[config.mk]
export PLATFORM = sky130hd
export DESIGN_NAME = dmem_copy_engine
export DESIGN_NICKNAME = d
export VERILOG_FILES = /design/src/rtl/dmem_copy_engine.sv
export SDC_FILE = /design/constraint.sdc
export NUM_CORES = 1
export LEC_CHECK = 0
export BUFFER_PORTS_ARGS = -buffer_cell sky130_fd_sc_hd__buf_4
export CORE_ASPECT_RATIO = 0.8
export CORE_MARGIN = 2
export CORE_UTILIZATION = 52
export CTS_BUF_LIST = sky130_fd_sc_hd__clkbuf_16
export DETAILED_ROUTE_END_ITERATION = 7
export MAX_ROUTING_LAYER = met4
export PLACE_DENSITY = 0.78
export SYNTH_ARGS = -nofsm -noshare
export SYNTH_HDL_FRONTEND = slang
export SYNTH_SLANG_ARGS = --single-unit
[constraint.sdc]
create_clock -name clk -period 3.25 [get_ports clk]
set_clock_uncertainty 0.15 [all_clocks]
set_input_delay 0.1625 -clock clk [delete_from_list [all_inputs] [get_ports clk]]
set_output_delay 0.1625 -clock clk [all_outputs]
set_load 0.01 [all_outputs]
[src/rtl/dmem_copy_engine.sv]
// Block-copy engine that masters the single-port data memory while busy.
// Optional `COPY_FILL_EN adds a one-cycle-per-word fill mode (fill, fill_value).
module dmem_copy_engine #(
    parameter int LENW  = 16,
    parameter int Dbits = 32
) (
    input  logic             clk,
    input  logic             reset_n,
    input  logic             start,
    input  logic [31:2]      src_addr,
    input  logic [31:2]      dst_addr,
    input  logic [LENW-1:0]  len,
`ifdef COPY_FILL_EN
    input  logic             fill,
    input  logic [Dbits-1:0] fill_value,
`endif
    output logic             busy,
    output logic             done,
    output logic [LENW-1:0]  remaining,
    output logic             mem_wr,
    output logic [31:2]      mem_addr,
    output logic [Dbits-1:0] mem_writedata,
    input  logic [Dbits-1:0] mem_readdata
);

    typedef enum logic [1:0] {IDLE, READ, WRITE, FINISH} state_t;

    state_t          state;
    state_t          state_next;
    logic [31:2]     sp;
    logic [31:2]     dp;
    logic [Dbits-1:0] data;
    logic            fill_mode;
    logic            fill_req;
    logic [LENW-1:0] rem_dec;

`ifdef COPY_FILL_EN
    assign fill_req = fill;
`else
    assign fill_req = 1'b0;
`endif

    assign rem_dec = remaining - LENW'(1);

    always_ff @(posedge clk or negedge reset_n) begin
        if (!reset_n) begin
            state <= IDLE;
        end else begin
            state <= state_next;
        end
    end

    always_comb begin
        state_next = state;
        case (state)
            IDLE: begin
                if (start) begin
                    if (len == '0)    state_next = FINISH;
                    else if (fill_req) state_next = WRITE;
                    else               state_next = READ;
                end
            end
            READ:   state_next = WRITE;
            WRITE: begin
                if (rem_dec == '0)  state_next = FINISH;
                else if (fill_mode) state_next = WRITE;
                else                state_next = READ;
            end
            FINISH: state_next = IDLE;
            default: state_next = IDLE;
        endcase
    end

    // Pointers, count and data word; only IDLE with start reloads them, so a
    // start pulse while busy leaves the transfer untouched.
    always_ff @(posedge clk or negedge reset_n) begin
        if (!reset_n) begin
            sp        <= '0;
            dp        <= '0;
            remaining <= '0;
            data      <= '0;
            fill_mode <= 1'b0;
        end else begin
            case (state)
                IDLE: begin
                    if (start) begin
                        sp        <= src_addr;
                        dp        <= dst_addr;
                        remaining <= len;
                        fill_mode <= fill_req;
`ifdef COPY_FILL_EN
                        if (fill) data <= fill_value;
`endif
                    end
                end
                READ: data <= mem_readdata;
                WRITE: begin
                    sp        <= sp + 30'd1;
                    dp        <= dp + 30'd1;
                    remaining <= rem_dec;
                end
                default: ;
            endcase
        end
    end

    assign busy          = (state != IDLE);
    assign done          = (state == FINISH);
    assign mem_wr        = (state == WRITE);
    assign mem_writedata = data;

    always_comb begin
        mem_addr = '0;
        case (state)
            READ:    mem_addr = sp;
            WRITE:   mem_addr = dp;
            default: mem_addr = '0;
        endcase
    end

endmodule

---- Yosys cells after proc, flatten, opt, wreduce, memory -nomap -nowiden ----
Index checks and enable logic that the tools add are counted.
cells by class
  reduce and logical (&&, ||, !) cells .... 6
  multiplexer cells ....................... 11
  $add $sub $neg .......................... 3
  equality and inequality tests ........... 4
operator list
  operator                                                                number
  30-bit case mux with 2 select lines                                     3
  30-bit by 1-bit adder with 30-bit output (second input constant)        2
  30-bit two-way mux                                                      2
  16-bit zero test                                                        2
  16-bit case mux with 2 select lines                                     1
  16-bit two-way mux                                                      1
  16-bit by 1-bit subtractor with 16-bit output (second input constant)   1
  2-bit case mux with 4 select lines                                      1
  2-bit two-way mux                                                       3
  2-bit equality test (second input constant)                             2
  2-bit nonzero test                                                      2
  2-bit by 1-bit equality test with 1-bit output (second input constant)  1
  2-bit zero test                                                         1
  2-bit inequality test (second input constant)                           1
  2-bit AND reduction                                                     1
word-level totals
  output and inout port bits .............. 81
  bits of input ports ..................... 111
  flip-flop bits (word level) ............. 110
  logic and storage cells ................. 29

---- Longest topological paths before layout ----
  depth in word-level cells ............... 4
  gate-level depth with buffers ........... 10
  mapped depth without buffers ............ 7

---- Worst setup path after synthesis ----
Ideal clock, no wire load.
  kind .................................... reg-to-reg
  start point ............................. register remaining[0]
  end point ............................... register remaining[10]
  buffers on the path ..................... 2
  library setup time ...................... 66 ps
  cell stages (with the launch flop) ...... 10
  slack ................................... 962 ps
  required time ........................... 3034 ps
  period minus slack after synthesis ...... 2288 ps
  data arrival time ....................... 2072 ps
  path through ............................ dfrtp_1 inv_1 ha_1 or4b_1 clkbuf_1 nor2b_1 buf_2 a31oi_1 a311oi_1 a221o_1
on the way
  word-level cells in the longest chain between the ends .. 2
ends and longest elaborated chain
  element                                        RTL line  RTL
  from (decl)                                    19        output logic [LENW-1:0] remaining,
  from (signal assigned)                         89        remaining <= len;
  from (signal assigned)                         100       remaining <= rem_dec;
  16-bit by 1-bit subtractor with 16-bit output  43        assign rem_dec = remaining - LENW'(1);
  16-bit case mux with 2 select lines            84        case (state)
No other way between the ends.
A chain may end at the register's enable or synchronous reset.

---- Worst setup path after layout ----
Same ends and word-level chain as after synthesis.

==> impl_table.tex <==
\begin{tabular}{lr}
\hline
Metric & Value \\
\hline
\multicolumn{2}{l}{\textbf{Run}} \\
Max Cap Viol & 0 \\
\multicolumn{2}{l}{\textbf{Synthesis}} \\
Netlist cell types & 66 \\
Area share of the leading cell type in the synthesized netlist & 40.6\% \\
Synthesized cell area & 0.00678 mm2 \\
Compound-Gate Fraction of Synth Area & 21.2\% \\
Average footprint of a synthesized cell & 8.97 um2 \\
Number of instances in the synthesized netlist & 756 \\
Proportion of synthesized chip area in sequential cells & 40.6\% \\
Ys async rst share & 100\% \\
Post-synthesis share of cell area spent on full adders, half adders and majority gates & 1.48\% \\
Number of enable flip-flop cells after synthesis & 0 \\
Warnings, synthesis & 0 \\
Combinational family with the most area after synthesis & compound AO/OA/AOI/OAI gates \\
Net count after synthesis & 875 \\
Synth area leaders & sky130\_fd\_sc\_hd\_\_dfrtp\_1, sky130\_fd\_sc\_hd\_\_mux2i\_1, sky130\_fd\_sc\_hd\_\_mux2\_2, sky130\_fd\_sc\_hd\_\_o22ai\_1, sky130\_fd\_sc\_hd\_\_a21oi\_1 \\
Simple logic cell fraction of the synthesized area & 20.2\% \\
Multiplexer area fraction after synthesis & 10.9\% \\
Xor/xnor share of the synthesized area & 0.258\% \\
Biggest area consumer among synthesized cells & sky130\_fd\_sc\_hd\_\_dfrtp\_1 \\
Flop and latch count out of synthesis & 110 \\
Predominant post-synthesis flop cell & sky130\_fd\_sc\_hd\_\_dfrtp\_1 \\
\multicolumn{2}{l}{\textbf{Placed design}} \\
Quantity of I/O buffers inserted on ports & 191 \\
Post-place setup slack & 0.523 ns \\
Cell Count Post-Placement & 1068 \\
Global placement routability congestion & 0.964 \\
Post-Place Cell Area & 0.00832 mm2 \\
Final HPWL DP & 14500 um \\
\multicolumn{2}{l}{\textbf{Floorplan}} \\
\# IOs & 192 \\
Die H & 106 um \\
Number of placement rows & 37 \\
X dimension of the die & 132 um \\
Starting Density & 53.1\% \\
Area inside the core boundary & 0.0128 mm2 \\
Floorplan die area & 0.0140 mm2 \\
\multicolumn{2}{l}{\textbf{Clock network}} \\
Number of resized instances in the post-cts repair step & 0 \\
CTS root buffer & sky130\_fd\_sc\_hd\_\_clkbuf\_16 \\
Num CTS Buffers & 9 \\
Clock transition at the register clock pins on the worst setup and hold paths after CTS & 0.07 ns \\
Number of hold buffers added after cts & 103 \\
H-tree depth reported by CTS & 3 \\
Clock Path Buffers & 2 \\
Clock Latency Late Sink & 0.36 ns \\
Clock tree from TritonCTS & built \\
Total number of clock tree sinks & 110 \\
Setup bufs post-CTS & 0 \\
\multicolumn{2}{l}{\textbf{Detailed routing}} \\
Total routed wirelength & 23200 um \\
Number of violations reported at the end of detailed-routing iteration 0 & 920 \\
Total via count after detailed routing & 7420 \\
DRC violation count after routing & 0 \\
Antenna Nets Post-Route & 0 \\
Detailed-route wire length per cell & 19.6 um \\
DRT Pass-1 Iters & 7 \\
Via density & 6.25 \\
\multicolumn{2}{l}{\textbf{STA}} \\
Maximum clock frequency & 353 MHz \\
Remaining max-slew budget at the tightest pin & 45.0\% \\
Setup total negative slack & 0 ns \\
Setup repair after global routing missed its margin & false \\
Number of pins exceeding their max-slew limit in the final report & 0 \\
Number of endpoints failing setup at the final stage & 0 \\
Final period util & 87.2\% \\
Least setup slack across all paths after layout & 0.415 ns \\
Final critical path time including I/O delays and setup & 2.83 ns \\
Number of hold violations in the final report & 0 \\
Transition time at the pin with the least slew margin & 0.818 ns \\
\multicolumn{2}{l}{\textbf{Worst setup path}} \\
Setup Crit Path Kind & flip-flop to flip-flop \\
End of the critical path & remaining[10]\$\_DFFE\_PN0P\_ \\
Worst EP required & 3.39 ns \\
Data arrival time of the worst path & 2.98 ns \\
Launching element of the worst setup path & remaining[0]\$\_DFFE\_PN0P\_ \\
Worst R2R Path Depth & 7 \\
Reg-to-reg startpoint & remaining[0]\$\_DFFE\_PN0P\_ \\
Capturing element type of the critical path & flip-flop \\
Reg-to-reg setup timing slack & 0.42 ns \\
Destination of the worst register-to-register timing path & remaining[10]\$\_DFFE\_PN0P\_ \\
Biggest fanout along the worst timing path & 10 \\
Category of the worst setup path launch point & flip-flop \\
\multicolumn{2}{l}{\textbf{Power and ir drop}} \\
Leakage power & 4.27 nW \\
Power density cells & 304 mW/mm2 \\
Worst-case vdd ir drop & 0.241 mV \\
\multicolumn{2}{l}{\textbf{Global routing}} \\
GRT overflow & 0 \\
Antenna violations before repair & 0 \\
Via count of the first global-routing pass & 7055 \\
Maximum number of pins on one net before global-route repair & 115 \\
Global-route wire length before repair & 36900 um \\
Overall global routing resource usage & 34.0\% \\
\multicolumn{2}{l}{\textbf{Layout}} \\
Final std cells w/o fill & 1187 \\
Final design instance area without fill & 0.00968 mm2 \\
Share of final-layout standard cells stronger than drive strength 1 & 26.6\% \\
Fillcell total & 906 \\
Register area & 0.00275 mm2 \\
Growth of design area from synthesis to finish & 42.7\% \\
Combined area of the multi-input logic cells & 0.00371 mm2 \\
Number of diodes added for antenna fixing & 0 \\
Number of nets in the final layout & 1126 \\
\multicolumn{2}{l}{\textbf{Hold path}} \\
Hold path cells & 3 \\
Hold Path Class & primary input to flip-flop \\
\multicolumn{2}{l}{\textbf{Status}} \\
Status & completed \\
\hline
\end{tabular}
[through the flow]
stage	hold WS [ns]	utilization, %	power, mW
6_report	0.0144	75.7	2.94
5_1_grt	0.0500	75.7	3.02
4_1_cts	0.00968	75.7	2.94
3_5_place_dp	0.117	65.1	1.64
3_3_place_gp	0.0934	65.1	1.63
2_1_floorplan	-0.283	-	1.46
[layout make-up]
class	count	share of cell area, %
inverter	15	0.582
multi-input combinational	563	38.3
clock buffer	9	2.33
clock inverter	7	0.996
sequential	110	28.4
timing repair buffer	308	27.1
tap	175	2.26
[cell families (layout without fill, tap and decap cells)]
| kind of cell | Yosys count | count (layout) |
|---|---|---|
| AND/OR/NAND/NOR | 258 | 258 |
| AO/OA/AOI/OAI | 225 | 225 |
| flip-flops | 110 | 110 |
| buffers and inverters | 83 | 339 |
| multiplexers | 70 | 70 |
| adder cells (fa/ha/maj) | 8 | 8 |
| XOR/XNOR | 2 | 2 |
[state kept, by name, summed over array words and instances, names as in the netlist]
| register | cells |
|---|---|
| state | 2 |
| mem_writedata | 32 |
| dp | 30 |
| remaining | 16 |
| sp | 30 |
[cells in the mapped netlist, types with 4 or more instances]
master and n:
sky130_fd_sc_hd__a21oi_1 58, sky130_fd_sc_hd__a22oi_1 36, sky130_fd_sc_hd__a31oi_1 4, sky130_fd_sc_hd__and3_1 15
sky130_fd_sc_hd__and4_1 4, sky130_fd_sc_hd__buf_1 7, sky130_fd_sc_hd__clkbuf_1 52, sky130_fd_sc_hd__dfrtp_1 110
sky130_fd_sc_hd__ha_1 8, sky130_fd_sc_hd__inv_1 14, sky130_fd_sc_hd__mux2_2 32, sky130_fd_sc_hd__mux2i_1 38
sky130_fd_sc_hd__nand2_1 70, sky130_fd_sc_hd__nand3_1 32, sky130_fd_sc_hd__nand4_1 19, sky130_fd_sc_hd__nor2_1 28
sky130_fd_sc_hd__nor2b_1 30, sky130_fd_sc_hd__nor3_1 16, sky130_fd_sc_hd__nor4_1 12, sky130_fd_sc_hd__o211ai_1 4
sky130_fd_sc_hd__o21ai_0 31, sky130_fd_sc_hd__o221ai_1 4, sky130_fd_sc_hd__o22ai_1 49, sky130_fd_sc_hd__o31ai_1 7
sky130_fd_sc_hd__or3_1 7, sky130_fd_sc_hd__or4_1 4
[routing by layer]
metal / vias up / part of all wire (%) / global-route usage, %
met4: 0 / 3.3 / 13.1
met2: 482 / 47 / 52.8
met3: 80 / 9.4 / 6.63
met1: 3503 / 40 / 44.6
li1: 3355 / - / -
met5: - / 0 / -
[where the power goes]
group	internal [mW]	switching [mW]
registers	1.39	0.0126
clock network	0.678	0.544
logic	0.207	0.110
[worst max-delay path, cell delays in order, from the launching register on]
cell and delay, ns:
sky130_fd_sc_hd__dfrtp_1 0.45, sky130_fd_sc_hd__inv_1 0.11, sky130_fd_sc_hd__ha_1 0.24, sky130_fd_sc_hd__or4b_1 0.60, sky130_fd_sc_hd__nor2b_1 0.57, sky130_fd_sc_hd__a31oi_1 0.17
sky130_fd_sc_hd__a311oi_1 0.32, sky130_fd_sc_hd__a221o_1 0.17
[how the worst min path moves through the flow]
stage,from,end
floorplan,reset_n,dp[10]$_DFFE_PN0P_
global placement,reset_n,mem_writedata[25]$_DFFE_PN0P_
detailed placement,reset_n,mem_writedata[25]$_DFFE_PN0P_
CTS,dst_addr[25],dp[25]$_DFFE_PN0P_
global route,len[11],remaining[11]$_DFFE_PN0P_
finish,dst_addr[25],dp[25]$_DFFE_PN0P_
[layout by cell type, fill, tap and decap left out, types with 7 or more instances in the layout]
cell	instances
sky130_fd_sc_hd__dlygate4sd3_1	103
sky130_fd_sc_hd__a21oi_1	58
sky130_fd_sc_hd__inv_1	14
sky130_fd_sc_hd__nor2_1	28
sky130_fd_sc_hd__mux2i_1	37
sky130_fd_sc_hd__nand4_1	19
sky130_fd_sc_hd__o21ai_0	31
sky130_fd_sc_hd__nor2b_1	30
sky130_fd_sc_hd__or3_1	7
sky130_fd_sc_hd__dfrtp_1	110
sky130_fd_sc_hd__nand2_1	70
sky130_fd_sc_hd__a22oi_1	36
sky130_fd_sc_hd__nand3_1	32
sky130_fd_sc_hd__o22ai_1	49
sky130_fd_sc_hd__and3_1	15
sky130_fd_sc_hd__o31ai_1	7
sky130_fd_sc_hd__buf_4	201
sky130_fd_sc_hd__clkbuf_16	9
sky130_fd_sc_hd__nor3_1	16
sky130_fd_sc_hd__nor4_1	12
sky130_fd_sc_hd__mux2_2	32
Power figures use the tool's default switching activity.
